`src/rtl/regfile_arb_pkg.sv`:
```
// Shared definitions for the register-file port arbiter: register-file
// geometry and the lock-state encoding used by the read-modify-write lock.
package regfile_arb_pkg;

    // Geometry of the CPU register file this arbiter fronts.
    localparam int RF_DW    = 16;
    localparam int RF_AW    = 3;
    localparam int RF_DEPTH = 8;

    // Lock state: LOCKED reserves both ports for a single agent until
    // that agent completes its write.
    typedef enum logic {
        UNLOCKED = 1'b0,
        LOCKED   = 1'b1
    } lock_state_t;

endpackage : regfile_arb_pkg

```
`src/rtl/rr_arbiter.sv`:
```
// Combinational round-robin picker: grants the first requester found at
// or after ptr, wrapping modulo N. Purely combinational; the caller owns
// the pointer register and decides when it advances.
module rr_arbiter #(
    parameter int N  = 3,
    parameter int IW = (N > 1) ? $clog2(N) : 1
) (
    input  logic [N-1:0]  req,
    input  logic [IW-1:0] ptr,
    output logic [N-1:0]  gnt,
    output logic [IW-1:0] idx,
    output logic          any
);

    // Scan the N candidates starting at ptr and take the first requester.
    always_comb begin
        gnt = '0;
        idx = '0;
        any = 1'b0;
        for (int k = 0; k < N; k++) begin
            int c;
            c = int'(ptr) + k;
            if (c >= N) begin
                c = c - N;
            end
            if (!any && req[c]) begin
                any    = 1'b1;
                gnt[c] = 1'b1;
                idx    = IW'(c);
            end
        end
    end

endmodule : rr_arbiter

```
`src/rtl/regfile_port_arbiter.sv`:
```
// Shares the single write port and single read port of the 8x16 register
// file among NAG agents. Each port is arbitrated round-robin on its own;
// a read-with-lock reserves both ports for one agent until that agent's
// write completes, giving an atomic read-modify-write.
// Optional build macro: REGFILE_ARB_BYPASS_EN -- when defined, a read and
// a write to the same register on the same edge return the new data.
module regfile_port_arbiter
    import regfile_arb_pkg::*;
#(
    parameter int NAG = 3,
    parameter int DW  = RF_DW,
    parameter int AW  = RF_AW,
    parameter int IW  = $clog2(NAG)
) (
    input  logic              clk,
    input  logic              rst,
    // write channels
    input  logic [NAG-1:0]    wr_req,
    input  logic [NAG*AW-1:0] wr_addr,
    input  logic [NAG*DW-1:0] wr_data,
    output logic [NAG-1:0]    wr_gnt,
    // read channels
    input  logic [NAG-1:0]    rd_req,
    input  logic [NAG-1:0]    rd_lock,
    input  logic [NAG*AW-1:0] rd_addr,
    output logic [NAG-1:0]    rd_gnt,
    output logic              rd_rsp_valid,
    output logic [IW-1:0]     rd_rsp_id,
    output logic [DW-1:0]     rd_rsp_data,
    // lock status
    output logic              locked,
    output logic [IW-1:0]     lock_owner,
    // register file side
    output logic [DW-1:0]     rf_data_in,
    output logic [AW-1:0]     rf_sel_in,
    output logic              rf_write_enable,
    output logic [AW-1:0]     rf_sel_out,
    output logic              rf_output_enable,
    input  logic [DW-1:0]     rf_data_out
);

    // ------------------------------------------------------------------
    // Per-agent views of the flattened channel buses
    // ------------------------------------------------------------------
    logic [AW-1:0] wr_addr_a [NAG];
    logic [DW-1:0] wr_data_a [NAG];
    logic [AW-1:0] rd_addr_a [NAG];

    generate
        for (genvar gi = 0; gi < NAG; gi++) begin : g_unpack
            assign wr_addr_a[gi] = wr_addr[gi*AW +: AW];
            assign wr_data_a[gi] = wr_data[gi*DW +: DW];
            assign rd_addr_a[gi] = rd_addr[gi*AW +: AW];
        end
    endgenerate

    // ------------------------------------------------------------------
    // State
    // ------------------------------------------------------------------
    lock_state_t   state_q,      state_d;
    logic [IW-1:0] lock_owner_q, lock_owner_d;
    logic [IW-1:0] wr_ptr_q,     wr_ptr_d;
    logic [IW-1:0] rd_ptr_q,     rd_ptr_d;
    logic          rsp_valid_q,  rsp_valid_d;
    logic [IW-1:0] rsp_id_q,     rsp_id_d;
    logic [DW-1:0] rsp_data_q,   rsp_data_d;

    // ------------------------------------------------------------------
    // Eligibility: while locked only the owner may use either port;
    // everybody else keeps requesting and simply is not seen.
    // ------------------------------------------------------------------
    logic [NAG-1:0] owner_mask;
    logic [NAG-1:0] wr_elig;
    logic [NAG-1:0] rd_elig;

    assign owner_mask = NAG'(1) << lock_owner_q;

    // Mask both request vectors down to the lock owner when locked.
    always_comb begin
        wr_elig = wr_req;
        rd_elig = rd_req;
        if (state_q == LOCKED) begin
            wr_elig = wr_req & owner_mask;
            rd_elig = rd_req & owner_mask;
        end
    end

    // ------------------------------------------------------------------
    // Arbiters, one per port
    // ------------------------------------------------------------------
    logic [NAG-1:0] wr_arb_gnt, rd_arb_gnt;
    logic [IW-1:0]  wr_idx,     rd_idx;
    logic           wr_arb_any, rd_arb_any;
    logic           wr_fire,    rd_fire;

    rr_arbiter #(.N(NAG), .IW(IW)) u_wr_arb (
        .req (wr_elig),
        .ptr (wr_ptr_q),
        .gnt (wr_arb_gnt),
        .idx (wr_idx),
        .any (wr_arb_any)
    );

    rr_arbiter #(.N(NAG), .IW(IW)) u_rd_arb (
        .req (rd_elig),
        .ptr (rd_ptr_q),
        .gnt (rd_arb_gnt),
        .idx (rd_idx),
        .any (rd_arb_any)
    );

    // Reset suppresses every grant so the register file sees no access.
    assign wr_fire = wr_arb_any & ~rst;
    assign rd_fire = rd_arb_any & ~rst;
    assign wr_gnt  = wr_fire ? wr_arb_gnt : '0;
    assign rd_gnt  = rd_fire ? rd_arb_gnt : '0;

    // ------------------------------------------------------------------
    // Register-file drive: winner's select/data, zero when idle.
    // ------------------------------------------------------------------
    always_comb begin
        rf_data_in       = '0;
        rf_sel_in        = '0;
        rf_write_enable  = wr_fire;
        rf_sel_out       = '0;
        rf_output_enable = rd_fire;
        if (wr_fire) begin
            rf_data_in = wr_data_a[wr_idx];
            rf_sel_in  = wr_addr_a[wr_idx];
        end
        if (rd_fire) begin
            rf_sel_out = rd_addr_a[rd_idx];
        end
    end

    // ------------------------------------------------------------------
    // Read data captured at the grant edge. The register file writes at
    // that same edge, so without bypass a colliding read sees old data.
    // ------------------------------------------------------------------
    logic [DW-1:0] rsp_capture;

    // Select the value to capture into the response register.
    always_comb begin
        rsp_capture = rf_data_out;
`ifdef REGFILE_ARB_BYPASS_EN
        if (wr_fire && rd_fire && (rf_sel_in == rf_sel_out)) begin
            rsp_capture = rf_data_in;
        end
`endif
    end

    // Round-robin pointers advance past the winner only when granted.
    always_comb begin
        wr_ptr_d = wr_ptr_q;
        rd_ptr_d = rd_ptr_q;
        if (wr_fire) begin
            wr_ptr_d = (wr_idx == IW'(NAG-1)) ? '0 : wr_idx + IW'(1);
        end
        if (rd_fire) begin
            rd_ptr_d = (rd_idx == IW'(NAG-1)) ? '0 : rd_idx + IW'(1);
        end
    end

    // Read response: valid for exactly the cycle after a read grant.
    always_comb begin
        rsp_valid_d = 1'b0;
        rsp_id_d    = rsp_id_q;
        rsp_data_d  = rsp_data_q;
        if (rd_fire) begin
            rsp_valid_d = 1'b1;
            rsp_id_d    = rd_idx;
            rsp_data_d  = rsp_capture;
        end
    end

    // Lock FSM next state: acquire on a locked read grant, release on the
    // owner's write grant. A further locked read by the owner is a no-op.
    always_comb begin
        state_d      = state_q;
        lock_owner_d = lock_owner_q;
        unique case (state_q)
            UNLOCKED: begin
                if (rd_fire && rd_lock[rd_idx]) begin
                    state_d      = LOCKED;
                    lock_owner_d = rd_idx;
                end
            end
            LOCKED: begin
                // Only the owner is eligible, so any write grant is theirs.
                if (wr_fire) begin
                    state_d      = UNLOCKED;
                    lock_owner_d = '0;
                end
            end
            default: begin
                state_d      = UNLOCKED;
                lock_owner_d = '0;
            end
        endcase
    end

    // State registers with synchronous reset.
    always_ff @(posedge clk) begin
        if (rst) begin
            state_q      <= UNLOCKED;
            lock_owner_q <= '0;
            wr_ptr_q     <= '0;
            rd_ptr_q     <= '0;
            rsp_valid_q  <= 1'b0;
            rsp_id_q     <= '0;
            rsp_data_q   <= '0;
        end else begin
            state_q      <= state_d;
            lock_owner_q <= lock_owner_d;
            wr_ptr_q     <= wr_ptr_d;
            rd_ptr_q     <= rd_ptr_d;
            rsp_valid_q  <= rsp_valid_d;
            rsp_id_q     <= rsp_id_d;
            rsp_data_q   <= rsp_data_d;
        end
    end

    assign rd_rsp_valid = rsp_valid_q;
    assign rd_rsp_id    = rsp_id_q;
    assign rd_rsp_data  = rsp_data_q;
    assign locked       = (state_q == LOCKED);
    assign lock_owner   = lock_owner_q;

endmodule : regfile_port_arbiter

```
`config.mk`:
```
export PLATFORM = sky130hd
export DESIGN_NAME = regfile_port_arbiter
export DESIGN_NICKNAME = d
export VERILOG_FILES = /design/src/rtl/regfile_arb_pkg.sv /design/src/rtl/rr_arbiter.sv /design/src/rtl/regfile_port_arbiter.sv
export SDC_FILE = /design/constraint.sdc
export NUM_CORES = 1
export LEC_CHECK = 0
export ABC_AREA = 1
export CAP_MARGIN = 20
export CORE_ASPECT_RATIO = 0.7
export CORE_MARGIN = 2
export CORE_UTILIZATION = 40
export CTS_BUF_LIST = sky130_fd_sc_hd__clkbuf_4 sky130_fd_sc_hd__clkbuf_8
export CTS_CLUSTER_SIZE = 8
export DETAILED_ROUTE_END_ITERATION = 8
export PLACE_DENSITY_LB_ADDON = 0.15
export REMOVE_ABC_BUFFERS = 1
export SLEW_MARGIN = 20
export SYNTH_ARGS = -nofsm -noshare
export SYNTH_HDL_FRONTEND = slang
export SYNTH_SLANG_ARGS = --single-unit
```
`constraint.sdc`:
```
create_clock -name clk -period 3.8 [get_ports clk]
set_input_delay 0.38 -clock clk [delete_from_list [all_inputs] [get_ports clk]]
set_output_delay 0.38 -clock clk [all_outputs]
set_load 0.02 [all_outputs]
```
-- After elaboration in Yosys (flattened, before gate mapping)
Index checks and enable logic that the tools add are counted.
- register bits after elaboration: 26
- input bits: 93
- logic and storage cells: 154
- mux-type cells: 81
- reductions and logical operators: 16
- $lt $le $gt $ge: 21
- add/sub/neg operators: 12
- bitwise logic cells: 12
- eq/ne operators: 4
- shifts and indexed selects: 1
- operators by type and width (operator ; number):
    $ge A32 B1 Y1 const B ; 6
    $lt A32 B4 Y1 const B ; 6
    $mux W32 ; 6
    $ge A32 B3 Y1 const B ; 4
    $sub A32 B3 Y32 const B ; 4
    $mux W16 ; 3
    $mux W3 ; 16
    $bmux W16 S2 ; 1
    $mux W1 ; 28
    $mux W2 ; 10
    $bmux W1 S2 ; 7
    $bmux W3 S2 ; 2
    $demux W1 S2 ; 6
    $or A3 B3 Y3 ; 4
    $logic_and A1 B1 Y1 ; 11
    $add A2 B1 Y3 const B ; 2
    $add A2 B2 Y3 const B ; 2
    $and A3 B3 Y3 ; 2
    $ge A3 B3 Y1 const B ; 2
    $not A2 Y3 ; 2
    $sub A2 B2 Y3 const B ; 2
    $add A2 B1 Y2 const B ; 2
    $eq A2 B2 Y1 const B ; 2
    $ge A2 B2 Y1 const B ; 2
    other kinds (10) ; 15

-- Depth between registers and ports, before layout
Gate-level depths: netlist of the first run.
- word-level depth: 18
- gate-level depth with buffers: 17

-- Modules after synthesis
A second synthesis of the first run with hierarchy kept.
- cells, all modules: 408
- area, all modules: 2336.0 um^2
- by module, submodules not included (module ; area each (um^2) ; instances ; cells an instance):
    regfile_port_arbiter ; 1695.4 ; 1 ; 286
    rr_arbiter ; 320.3 ; 2 ; 61

-- Worst setup path after synthesis of the first run
No wires, ideal clock.
- path type: register -> output
- start: reg wr_ptr_q[0]
- end: out rf_data_in[15]
- data required time: 3420 ps
- setup slack: 1301 ps
- path buffers: 1
- stages on the path, launching flop included: 15
- arrival time: 2119 ps
- cells stage by stage: dfxtp_1 inv_1 ha_1 inv_1 nand2_1 nand3_2 nand2_2 nor3_4 nand2_2 nand2_2 nor2_4 buf_4 nand2_1 nand2_1 nor2_1
- cells in the longest elaborated chain, start to end: 17
- elaborated cells on any way between the ends: 36
- classes of those cells: add/sub: 5; order compare: 3; mux: 22; bitwise: 2; reduce/logical: 4
- ends and longest elaborated chain (element ; line ; RTL):
    start, declared ; regfile_port_arbiter.sv:62 ; logic [IW-1:0] wr_ptr_q, wr_ptr_d;
    start signal, assigned ; regfile_port_arbiter.sv:215 ; wr_ptr_q <= wr_ptr_d;
    branches (longest 16 deep; another with $sub A32 B3 Y32) ; n/a ;
    $mux W16 (*) ; regfile_port_arbiter.sv:127 ; if (wr_fire) begin
    end, declared ; regfile_port_arbiter.sv:34 ; output logic [DW-1:0] rf_data_in,
Mark *: on every way between the ends. The select of a mux whose other input is x is not followed.

-- Worst setup path in the final report of the first run
Same ends and word-level chain as after synthesis.

==> results of run 1 <==
## cells by family (layout without fill, tap and decap cells)
| family | count (synthesis) | after routing |
|---|---|---|
| AOI/OAI and AO/OA | 67 | 67 |
| adders and majority gates | 8 | 8 |
| buffers and inverters | 118 | 257 |
| DFF | 26 | 26 |
| and+or+nand+nor | 211 | 211 |
## cell usage in the layout (no fill, tap or decap), types with 3 or more instances in the layout
cell,netlist,final
clkdlybuf4s50_1,0,144
nand2_1,105,105
inv_1,86,86
nand3_1,41,41
a21oi_1,35,35
dfxtp_1,26,26
o21ai_0,24,24
nor2_1,21,21
nand2_2,20,20
inv_2,16,16
nor2_2,13,13
ha_1,8,8
buf_4,1,7
o21ai_1,4,4
clkbuf_8,0,4
nor3_1,3,3
## path summary, 6_finish.rpt
| kind | from | to | cells after the start |
|---|---|---|---|
| worst max-delay path | wr_ptr_q[0] | rf_data_in[15] | 15 |
| worst min register to register | rd_rsp_data[9] | rd_rsp_data[9] | 2 |
| worst min-delay path | rd_rsp_data[9] | rd_rsp_data[9] | 2 |
| worst max register to register | wr_ptr_q[0] | wr_ptr_q[0] | 13 |
## per-stage QoR
stage	util [%]	power, mW	setup WS, ps	hold WS [ps]
after floorplan	-	2.14	993	449
after global placement	67.4	3.12	641	452
after detailed placement	67.4	3.15	594	459
after CTS	68.3	3.34	334	473
after global routing	68.3	3.62	60.9	495
final	68.3	3.33	327	468
## worst reg2reg max path: stages, from the launching register on
cell and delay (ps):
dfxtp_1 390, inv_1 80, ha_1 390, inv_1 160, nand2_1 80, nand3_2 70, nand2_2 100, nand2_4 100
nand2_1 60, o21ai_1 100, nand2_2 90, nor2_4 400, nand2_1 110, a21oi_1 130
## per-layer routing
layer	vias up	GRT usage [%]
met3	14	5.95
met1	1298	27.0
met4	0	5.25
met5	-	0
li1	1581	-
met2	81	34.0
## flip-flops by register name, indices dropped and copies added (netlist names)
signal	flops
locked	1
rd_rsp_id	2
rd_rsp_data	16
lock_owner	2
wr_ptr_q	2
rd_rsp_valid	1
rd_ptr_q	2
## synthesized netlist by cell type
cell	number
nand2_1	105
inv_1	86
nand3_1	41
a21oi_1	35
dfxtp_1	26
o21ai_0	24
nor2_1	21
nand2_2	20
inv_2	16
nor2_2	13
ha_1	8
buf_2	7
buf_6	6
o21ai_1	4
nor3_1	3
nand2_4	2
nand3_2	2
nand4_1	2
a21oi_4	1
a32oi_2	1
buf_1	1
buf_4	1
clkbuf_1	1
nor2_4	1
nor3_4	1
o21ai_2	1
o31ai_1	1
## power groups by stage
stage	Sequential, mW	Clock (mW)	Combinational (mW)
2_1_floorplan	0.491	0	1.65
3_3_place_gp	0.417	0	2.70
3_5_place_dp	0.421	0	2.73
4_1_cts	0.417	0.181	2.74
5_1_grt	0.428	0.191	3.00
6_report	0.417	0.176	2.74
## cell type report
| type | count | area share (%) |
|---|---|---|
| multi-input combinational | 286 | 36.2 |
| sequential | 26 | 13.0 |
| inverter | 102 | 9.59 |
| tap | 75 | 2.35 |
| timing repair buffer | 151 | 37.4 |
| clock buffer | 4 | 1.38 |
==> metrics.cfg, run 1 <==
[logic_synthesis]
synthMuxAreaShare_pct=0
synth_top_area_share_pct=21.1
yosys-top-cells-area=dfxtp_1, nand2_1, inv_1, nand3_1, a21oi_1
synth-compound-area-share_pct=14.8
ys_ff_latch=26
synth-xor-area-share_pct=0
yosys_warnings=0
synth_top_family_by_area=simple AND/OR/NAND/NOR gates
syn_inst=430
syn_avg_cell_area_um2=5.74
yosys.area_share.simple_pct=39.8
ys_types=27
ys_seq_area_share_pct=21.1
synthAdderAreaFrac_pct=4.06
synth.cell_area_mm2=0.00247
synth_area_leader_cell=dfxtp_1

[pwr]
sequentialPowerShare_pct=12.5
worst_ir_drop_vdd_v=0.000370
p_sw_share_pct=53.9
powerDensity_mw_per_mm2=834
p_switching_mw=1.79
p_leak_nw=1.97
pwr-share-clk_pct=5.3
share_comb_of_total_power_pct=82.2
p_int_mw=1.53

[worst_setup_path]
crit_family=simple AND/OR/NAND/NOR gates
cpMostUsedCell=nand2_1
crit_buf_inv=3
cp_data_required_time_ps=3420
slowest_delay_ps=540
crit_path_cell_trace=inv_1 -> ha_1 -> inv_1 -> nand2_1 -> nand3_2 -> nand2_2 -> nand2_4 -> nand2_1 -> o21ai_1 -> nand2_2 -> nor2_4 -> nand2_1 -> nand2_1 -> nor2_1 -> clkdlybuf4s50_1
endpoint_kind=output port
worstPathArrival_ps=3090
cp_max_fo=20
r2r_setup_slack_ps=1460
cp_slowest_cell=clkdlybuf4s50_1
start_kind=flip-flop
critPathKind=flip-flop to output port

[floorplan]
rows=23
io-pin-count=145
core_area_mm2=0.00584
die_w_um=97.9
start_util_pct=42.2
die_h_um=69.7
die_area_mm2=0.00682

[global_routing]
grtUsageTotal_pct=20.8
grt_pass1_wl_um=12000
grt_antenna_before_repair=0
grt_start_max_net_pins=21
grt-ovfl-total=0
first_global_vias=2727

[drt]
wl_met3_um=490
wl_met1_um=3470
first_pass_iters=4
top_layer=met4
dr.first_iter.drc_count=77
via_per_inst=4.62
ant_nets=0
wire_per_inst_um=11.5
num_vias=2974
drc_errors=0
route.met2.wl_um=3310
wirelength_um=7410

[cts]
cts_tree=built
clk_latency_ps=270
cts_setup_buffers=0
clockBufferDepth=2
numCtsBuffers=3
cts_root_buffer=clkbuf_8
htree_levels=1
cts.reportedPaths.clkPinSlew_ps=90
ctsHoldBuffers=0
cts_num_sinks=26
ctsResizeCount=0

[timing]
slew_headroom_pct=63.2
finalCriticalPeriod_ps=3470
rsz0062_at_grt=no
finalCritPeriodShare_pct=91.4
fin_tns_setup_ps=0
skew_ps=7.05
tightest_slew_ps=550
fmaxAchievable_mhz=288
setup_viol=0
final_max_slew_viol_count=0
hold_viol=0

[run_status]
status=finished, final reports clean

[place]
post_dp_cell_area_mm2=0.00394
portBuffers=144
place_congestion=0.862
placed_cells=640
dp_hpwl_um=5980

[job]
drv_cap=0

[finish]
drive_above_1_share_pct=12.1
synthToLayoutAreaGrowth_pct=61.8
fill_cells=506
nets=671
regArea_um2=520
multi_input_area_mm2=0.00145
num_antenna_cells=0
final_area_mm2=0.00399
instances_no_fill=644

[worst_hold_path]
hp-class=flip-flop to flip-flop

Note: power is estimated with default switching activity, not from simulation.
==> run 2: changes to the inputs <==
- CORE_MARGIN: 2 -> 4
==> run 2 against run 1 <==
Non-clock buffer count unchanged. Clock power down 14%. Cell count unchanged. Wire length up 8.5%. Via count up 2.5%. Sequential cell count unchanged. Die area up 10%. Power up 0.60%. Register-to-register slack worse by 40 ps. Critical endpoint is now rf_data_in[7]. Largest power group unchanged. Highest routed layer unchanged.
==> metrics.cfg, run 2 (synthesized netlist as in run 1, its figures left out) <==
[floorplan]
start_util_pct=42.2  ; unchanged
io-pin-count=145  ; unchanged
core_area_mm2=0.00584  ; unchanged
die_h_um=73.7  ; was 69.7 µm
die_w_um=102  ; was 97.9 µm
die_area_mm2=0.00751  ; was 0.00682 mm²
rows=23  ; unchanged

[timing]
final_max_slew_viol_count=0  ; unchanged
skew_ps=4.92  ; was 7.05 ps
tightest_slew_ps=599  ; was 550 ps
timing.hold.ws_ps=476  ; was 468 ps
fmaxAchievable_mhz=283  ; was 288 MHz
rsz0062_at_grt=yes  ; was no
hold_viol=0  ; unchanged
finalCriticalPeriod_ps=3530  ; was 3470 ps
finalCritPeriodShare_pct=92.9  ; was 91.4%
slew_headroom_pct=59.9  ; was 63.2%
setup_viol=0  ; unchanged

[global_routing]
grt-ovfl-total=0  ; unchanged
grt_start_max_net_pins=21  ; unchanged
grt_antenna_before_repair=0  ; unchanged
grt_pass1_wl_um=12700  ; was 12,000 µm
first_global_vias=2871  ; was 2,727
grtUsageTotal_pct=20.5  ; was 20.8%

[cts]
clockBufferDepth=2  ; unchanged
cts_num_sinks=26  ; unchanged
ctsResizeCount=0  ; unchanged
numCtsBuffers=3  ; unchanged
htree_levels=1  ; unchanged
clk_latency_ps=270  ; about the same
ctsHoldBuffers=0  ; unchanged
cts.reportedPaths.clkPinSlew_ps=80  ; was 90 ps
cts_root_buffer=clkbuf_8  ; unchanged
cts_tree=built  ; unchanged
cts_setup_buffers=0  ; unchanged

[drt]
wirelength_um=8050  ; was 7410 µm
drc_errors=0  ; unchanged
num_vias=3047  ; was 2,974
ant_nets=0  ; unchanged
first_pass_iters=5  ; was 4
via_per_inst=4.73  ; was 4.62
wire_per_inst_um=12.5  ; was 11.5 µm
dr.first_iter.drc_count=80  ; was 77

[finish]
fill_cells=505  ; was 506
layout_common_cells=clkdlybuf4s50_1, nand2_1, inv_1  ; unchanged
multi_input_area_mm2=0.00146  ; was 0.00145 mm²
drive_above_1_share_pct=12.1  ; unchanged
num_antenna_cells=0  ; unchanged
largest_reg_flops=16  ; unchanged
fin_util_pct=68.5  ; was 68.3%
nets=672  ; was 671
synthToLayoutAreaGrowth_pct=62.2  ; was 61.8%
final_common_cell=clkdlybuf4s50_1  ; unchanged
final_area_mm2=0.00400  ; was 0.00399 mm²
regArea_um2=520  ; unchanged

[pwr]
worst_ir_drop_vdd_v=0.000419  ; was 0.000370 V
powerDensity_mw_per_mm2=837  ; was 834 mW/mm²
p_leak_nw=2.04  ; was 1.97 nW
p_total_mw=3.35  ; was 3.33 mW

[run_status]
status=finished, final reports clean  ; unchanged

[worst_setup_path]
worstPathArrival_ps=3150  ; was 3090 ps
crit_start=wr_ptr_q[0]  ; unchanged
cp_data_required_time_ps=3420  ; about the same
r2r-start=wr_ptr_q[0]  ; unchanged
cp_max_fo=12  ; was 20
critPathKind=flip-flop to output port  ; unchanged
start_kind=flip-flop  ; unchanged
endpoint_kind=output port  ; unchanged

[job]
drv_cap=0  ; unchanged

[place]
post_dp_cell_area_mm2=0.00394  ; unchanged
dp_hpwl_um=6470  ; was 5980 µm
portBuffers=144  ; unchanged
place_congestion=0.807  ; was 0.862

[worst_hold_path]
hold_start=rd_rsp_data[4]  ; was rd_rsp_data[9]
hp-class=flip-flop to flip-flop  ; unchanged

==> run 2: through the flow <==
step	instances	setup WS (ps)	TNS [ps]
6_report	644	270	0
3_3_place_gp	640	553	0
2_1_floorplan	414	993	0
4_1_cts	643	268	0
5_1_grt	644	-17.2	-23.5
3_5_place_dp	640	489	0
==> run 2: layout make-up <==
cell class / count / share of cell area [%]
clock buffers: 3 / 1.03
repair buffers: 151 / 37.6
flip-flops and latches: 26 / 13.0
well taps: 75 / 2.34
inverters: 102 / 9.57
multi-input cells: 287 / 36.4
==> run 2: path summary, 6_finish.rpt <==
kind,to,slack (ps),cells after the start
worst min register to register,rd_rsp_data[4],480,2
worst min-delay path,rd_rsp_data[4],480,2
worst max register to register,wr_ptr_q[1],1420,12
worst max-delay path,rf_data_in[7],270,15
==> run 2: routing by layer <==
layer,GRT usage [%],vias up,part of all wire (%)
met5,0,-,0
met2,35.3,99,48
met3,6.45,12,8.3
met1,25.2,1354,42
met4,4.37,0,1.5
li1,-,1582,-
==> run 2: worst max-delay path: stages, from the launching register on <==
cell and delay [ps]:
dfxtp_1 390, inv_1 80, ha_1 380, inv_1 150, nand2_1 80, nand3_2 80
nand2_2 110, nand2_4 110, nor2_2 50, a21oi_4 120, nand2_2 190, buf_4 250
a21oi_1 130, nand2_1 80, nor2_2 80, clkdlybuf4s50_1 610
==> run 2: report_power, final <==
group          leakage, nW  switching (mW)  internal [mW]
Combinational         1.80            1.69           1.09
Clock               0.0216          0.0809         0.0710
Sequential           0.215          0.0626          0.356
==> run 3: changes to the inputs <==
- CELL_PAD_IN_SITES_DETAIL_PLACEMENT: unset -> 1
- CELL_PAD_IN_SITES_GLOBAL_PLACEMENT: unset -> 1
- CORE_UTILIZATION: 40 -> 22
- clock period: 3.8 -> 3.14 ns (I/O delays scaled with it)
==> run 3 against run 2 <==
Global-route usage is 5.8 points lower. Design area grew 2.3%. Sequential cell count unchanged. Combinational power is 23% higher. Register-to-register slack worse by 610 ps. Wire length rose by 20%. Power rose by 24%. Clock skew is 1.9 ps higher. Critical endpoint is now wr_gnt[2]. Largest cell class is now multi-input gates.
==> metrics.cfg, run 3 (synthesized netlist as in run 1, its figures left out) <==
[global_routing]
grt_pass1_wl_um=16000  ; was 12,700 µm
grt_antenna_before_repair=0  ; unchanged
grt_start_max_net_pins=27  ; was 21
grtUsageTotal_pct=14.7  ; was 20.5%
first_global_vias=3241  ; was 2,871
grt-ovfl-total=0  ; unchanged

[timing]
finalCriticalPeriod_ps=2960
tightest_slew_ps=655  ; was 599 ps
slew_headroom_pct=56.2  ; was 59.9%
setup_viol=0  ; unchanged
skew_ps=6.83  ; was 4.92 ps
fmaxAchievable_mhz=338
final_max_slew_viol_count=0  ; unchanged
hold_viol=0  ; unchanged
finalCritPeriodShare_pct=94.2
fin_tns_setup_ps=0  ; unchanged

[worst_setup_path]
worstPathArrival_ps=2640  ; was 3150 ps
cpMostUsedCell=inv_1
cp_slowest_cell=clkdlybuf4s50_1  ; unchanged
reg2reg_to=lock_owner[1]  ; was wr_ptr_q[1]
crit_family=buffers and inverters  ; unchanged
reg2reg_depth=17  ; was 12
cp_max_fo=26  ; was 12
critPathKind=flip-flop to output port  ; unchanged
r2r_setup_slack_ps=810  ; was 1420 ps
crit_buf_inv=6  ; was 4
crit_path_cell_trace=inv_1 -> ha_4 -> inv_1 -> nor3_2 -> inv_1 -> nand2_4 -> inv_2 -> nand4_1 -> nand2_1 -> buf_12 -> a21oi_1 -> clkdlybuf4s50_1  ; was inv_1 -> ha_1 -> inv_1 -> nand2_1 -> nand3_2 -> nand2_2 -> nand2_4 -> nor2_2 -> a21oi_4 -> nand2_2 -> buf_4 -> a21oi_1 -> nand2_1 -> nor2_2 -> clkdlybuf4s50_1
cp_data_required_time_ps=2830  ; was 3420 ps
slowest_delay_ps=630  ; was 610 ps
start_kind=flip-flop  ; unchanged
endpoint_kind=output port  ; unchanged
r2r-start=rd_ptr_q[0]  ; was wr_ptr_q[0]

[place]
portBuffers=144  ; unchanged
dp_hpwl_um=7970  ; was 6470 µm
placed_cells=723  ; was 640
place_congestion=0.782  ; was 0.807
post_dp_cell_area_mm2=0.00410  ; was 0.00394 mm²

[cts]
ctsHoldBuffers=0  ; unchanged
cts.reportedPaths.clkPinSlew_ps=90  ; was 80 ps
numCtsBuffers=3  ; unchanged
clk_latency_ps=270  ; about the same
cts_root_buffer=clkbuf_8  ; unchanged
cts_tree=built  ; unchanged
cts_setup_buffers=0  ; unchanged
cts_num_sinks=26  ; unchanged
htree_levels=1  ; unchanged
clockBufferDepth=2  ; unchanged

[floorplan]
start_util_pct=22.5  ; was 42.2%
core_area_mm2=0.0110  ; was 0.00584 mm²
die_h_um=96.6  ; was 73.7 µm
die_area_mm2=0.0130  ; was 0.00751 mm²
die_w_um=135  ; was 102 µm
io-pin-count=145  ; unchanged
rows=32  ; was 23

[pwr]
share_comb_of_total_power_pct=83.0  ; about the same
p_sw_share_pct=56.5  ; was 54.8%
p_int_mw=1.80  ; was 1.51 mW
p_switching_mw=2.34  ; was 1.84 mW
sequentialPowerShare_pct=12.5  ; about the same
powerDensity_mw_per_mm2=1010  ; was 837 mW/mm²
p_leak_nw=2.07  ; was 2.04 nW
pwr-share-clk_pct=4.6  ; was 4.5%
p_total_mw=4.14  ; was 3.35 mW
worst_ir_drop_vdd_v=0.000408  ; was 0.000419 V

[drt]
wirelength_um=9690  ; was 8050 µm
ant_nets=0  ; unchanged
num_vias=3084  ; was 3,047
drc_errors=0  ; unchanged
wire_per_inst_um=13.3  ; was 12.5 µm
via_per_inst=4.25  ; was 4.73
dr.first_iter.drc_count=65  ; was 80
first_pass_iters=4  ; was 5

[job]
drv_cap=0  ; unchanged

[finish]
final_common_cell=clkdlybuf4s50_1  ; unchanged
num_antenna_cells=0  ; unchanged
layout_common_cells=clkdlybuf4s50_1, nand2_1, inv_1  ; unchanged
synthToLayoutAreaGrowth_pct=66.0  ; was 62.2%
drive_above_1_share_pct=18.5  ; was 12.1%
largest_reg_flops=16  ; unchanged
instances_no_fill=726  ; was 644
nets=676  ; was 672
final_area_mm2=0.00410  ; was 0.00400 mm²

[run_status]
status=finished, final reports clean  ; unchanged

[worst_hold_path]
hold_start=rd_rsp_data[8]  ; was rd_rsp_data[4]
hp-class=flip-flop to flip-flop  ; unchanged
hold_depth=2  ; unchanged
whs_endpoint=rd_rsp_data[8]  ; was rd_rsp_data[4]

-- run 3: cell types whose count changed in the layout (fill, tap and decap cells not counted), sizes merged --
cell and delta:
dlymetal6s2s -2, nor2 -1, dlygate4sd2 +1, clkbuf +19, clkdlybuf4s15 +1, clkdlybuf4s50 -21
buf +7
-- run 3: power groups by stage --
stage | clock [mW] | combinational, mW | sequential, mW
2_1_floorplan | 0 | 2.00 | 0.594
3_3_place_gp | 0 | 3.56 | 0.508
3_5_place_dp | 0 | 3.61 | 0.516
4_1_cts | 0.199 | 3.49 | 0.510
5_1_grt | 0.217 | 3.83 | 0.530
6_report | 0.190 | 3.43 | 0.515
-- run 3: worst max-delay path by stage --
stage / from / to / slack (ps) / cells past startpoint
3_5_place_dp: wr_ptr_q[0] / rf_sel_in[2] / 6 / 15
3_3_place_gp: wr_req[2] / rf_sel_in[2] / 60 / 15
6_report: wr_ptr_q[0] / wr_gnt[2] / 180 / 12
4_1_cts: wr_ptr_q[0] / rf_data_in[15] / 5 / 14
2_1_floorplan: wr_ptr_q[0] / rf_data_in[10] / 400 / 14
5_1_grt: wr_ptr_q[0] / rf_data_in[8] / -3 / 16
-- run 3: worst min-delay path, stage by stage, from the launching register on --
cell     delay (ps)
dfxtp_1         320
inv_1            40
o21ai_0          70
-- run 3: timing repair --
action,in CTS,in global routing
gates resized for setup,30,59
setup endpoints to repair,23,29
gates cloned,0,0
endpoints found under the hold margin,0,0
-- run 3: through the flow --
step / hold slack (ps) / utilization (%) / worst slack (ps)
after floorplan: 383 / - / 399
after global placement: 453 / 37.4 / 63.4
after detailed placement: 462 / 37.4 / 6.35
after CTS: 477 / 37.5 / 4.54
after global routing: 506 / 37.3 / -3.05
final: 471 / 37.3 / 183
-- run 3: area by class of cell --
cell class,instances,area (µm²)
repair buffers,156,1470
inverters,102,383
fillers,1423,6870
well taps,153,191
clock buffers,3,41.3
multi-input cells,286,1490
flip-flops and latches,26,524
-- run 3: layer usage --
metal	part of all wire, %	track usage (%)	up-vias
met4	0.80	1.25	0
met2	48	25.8	69
met5	0	0	-
li1	-	-	1589
met3	5.3	3.69	6
met1	45	18.9	1420
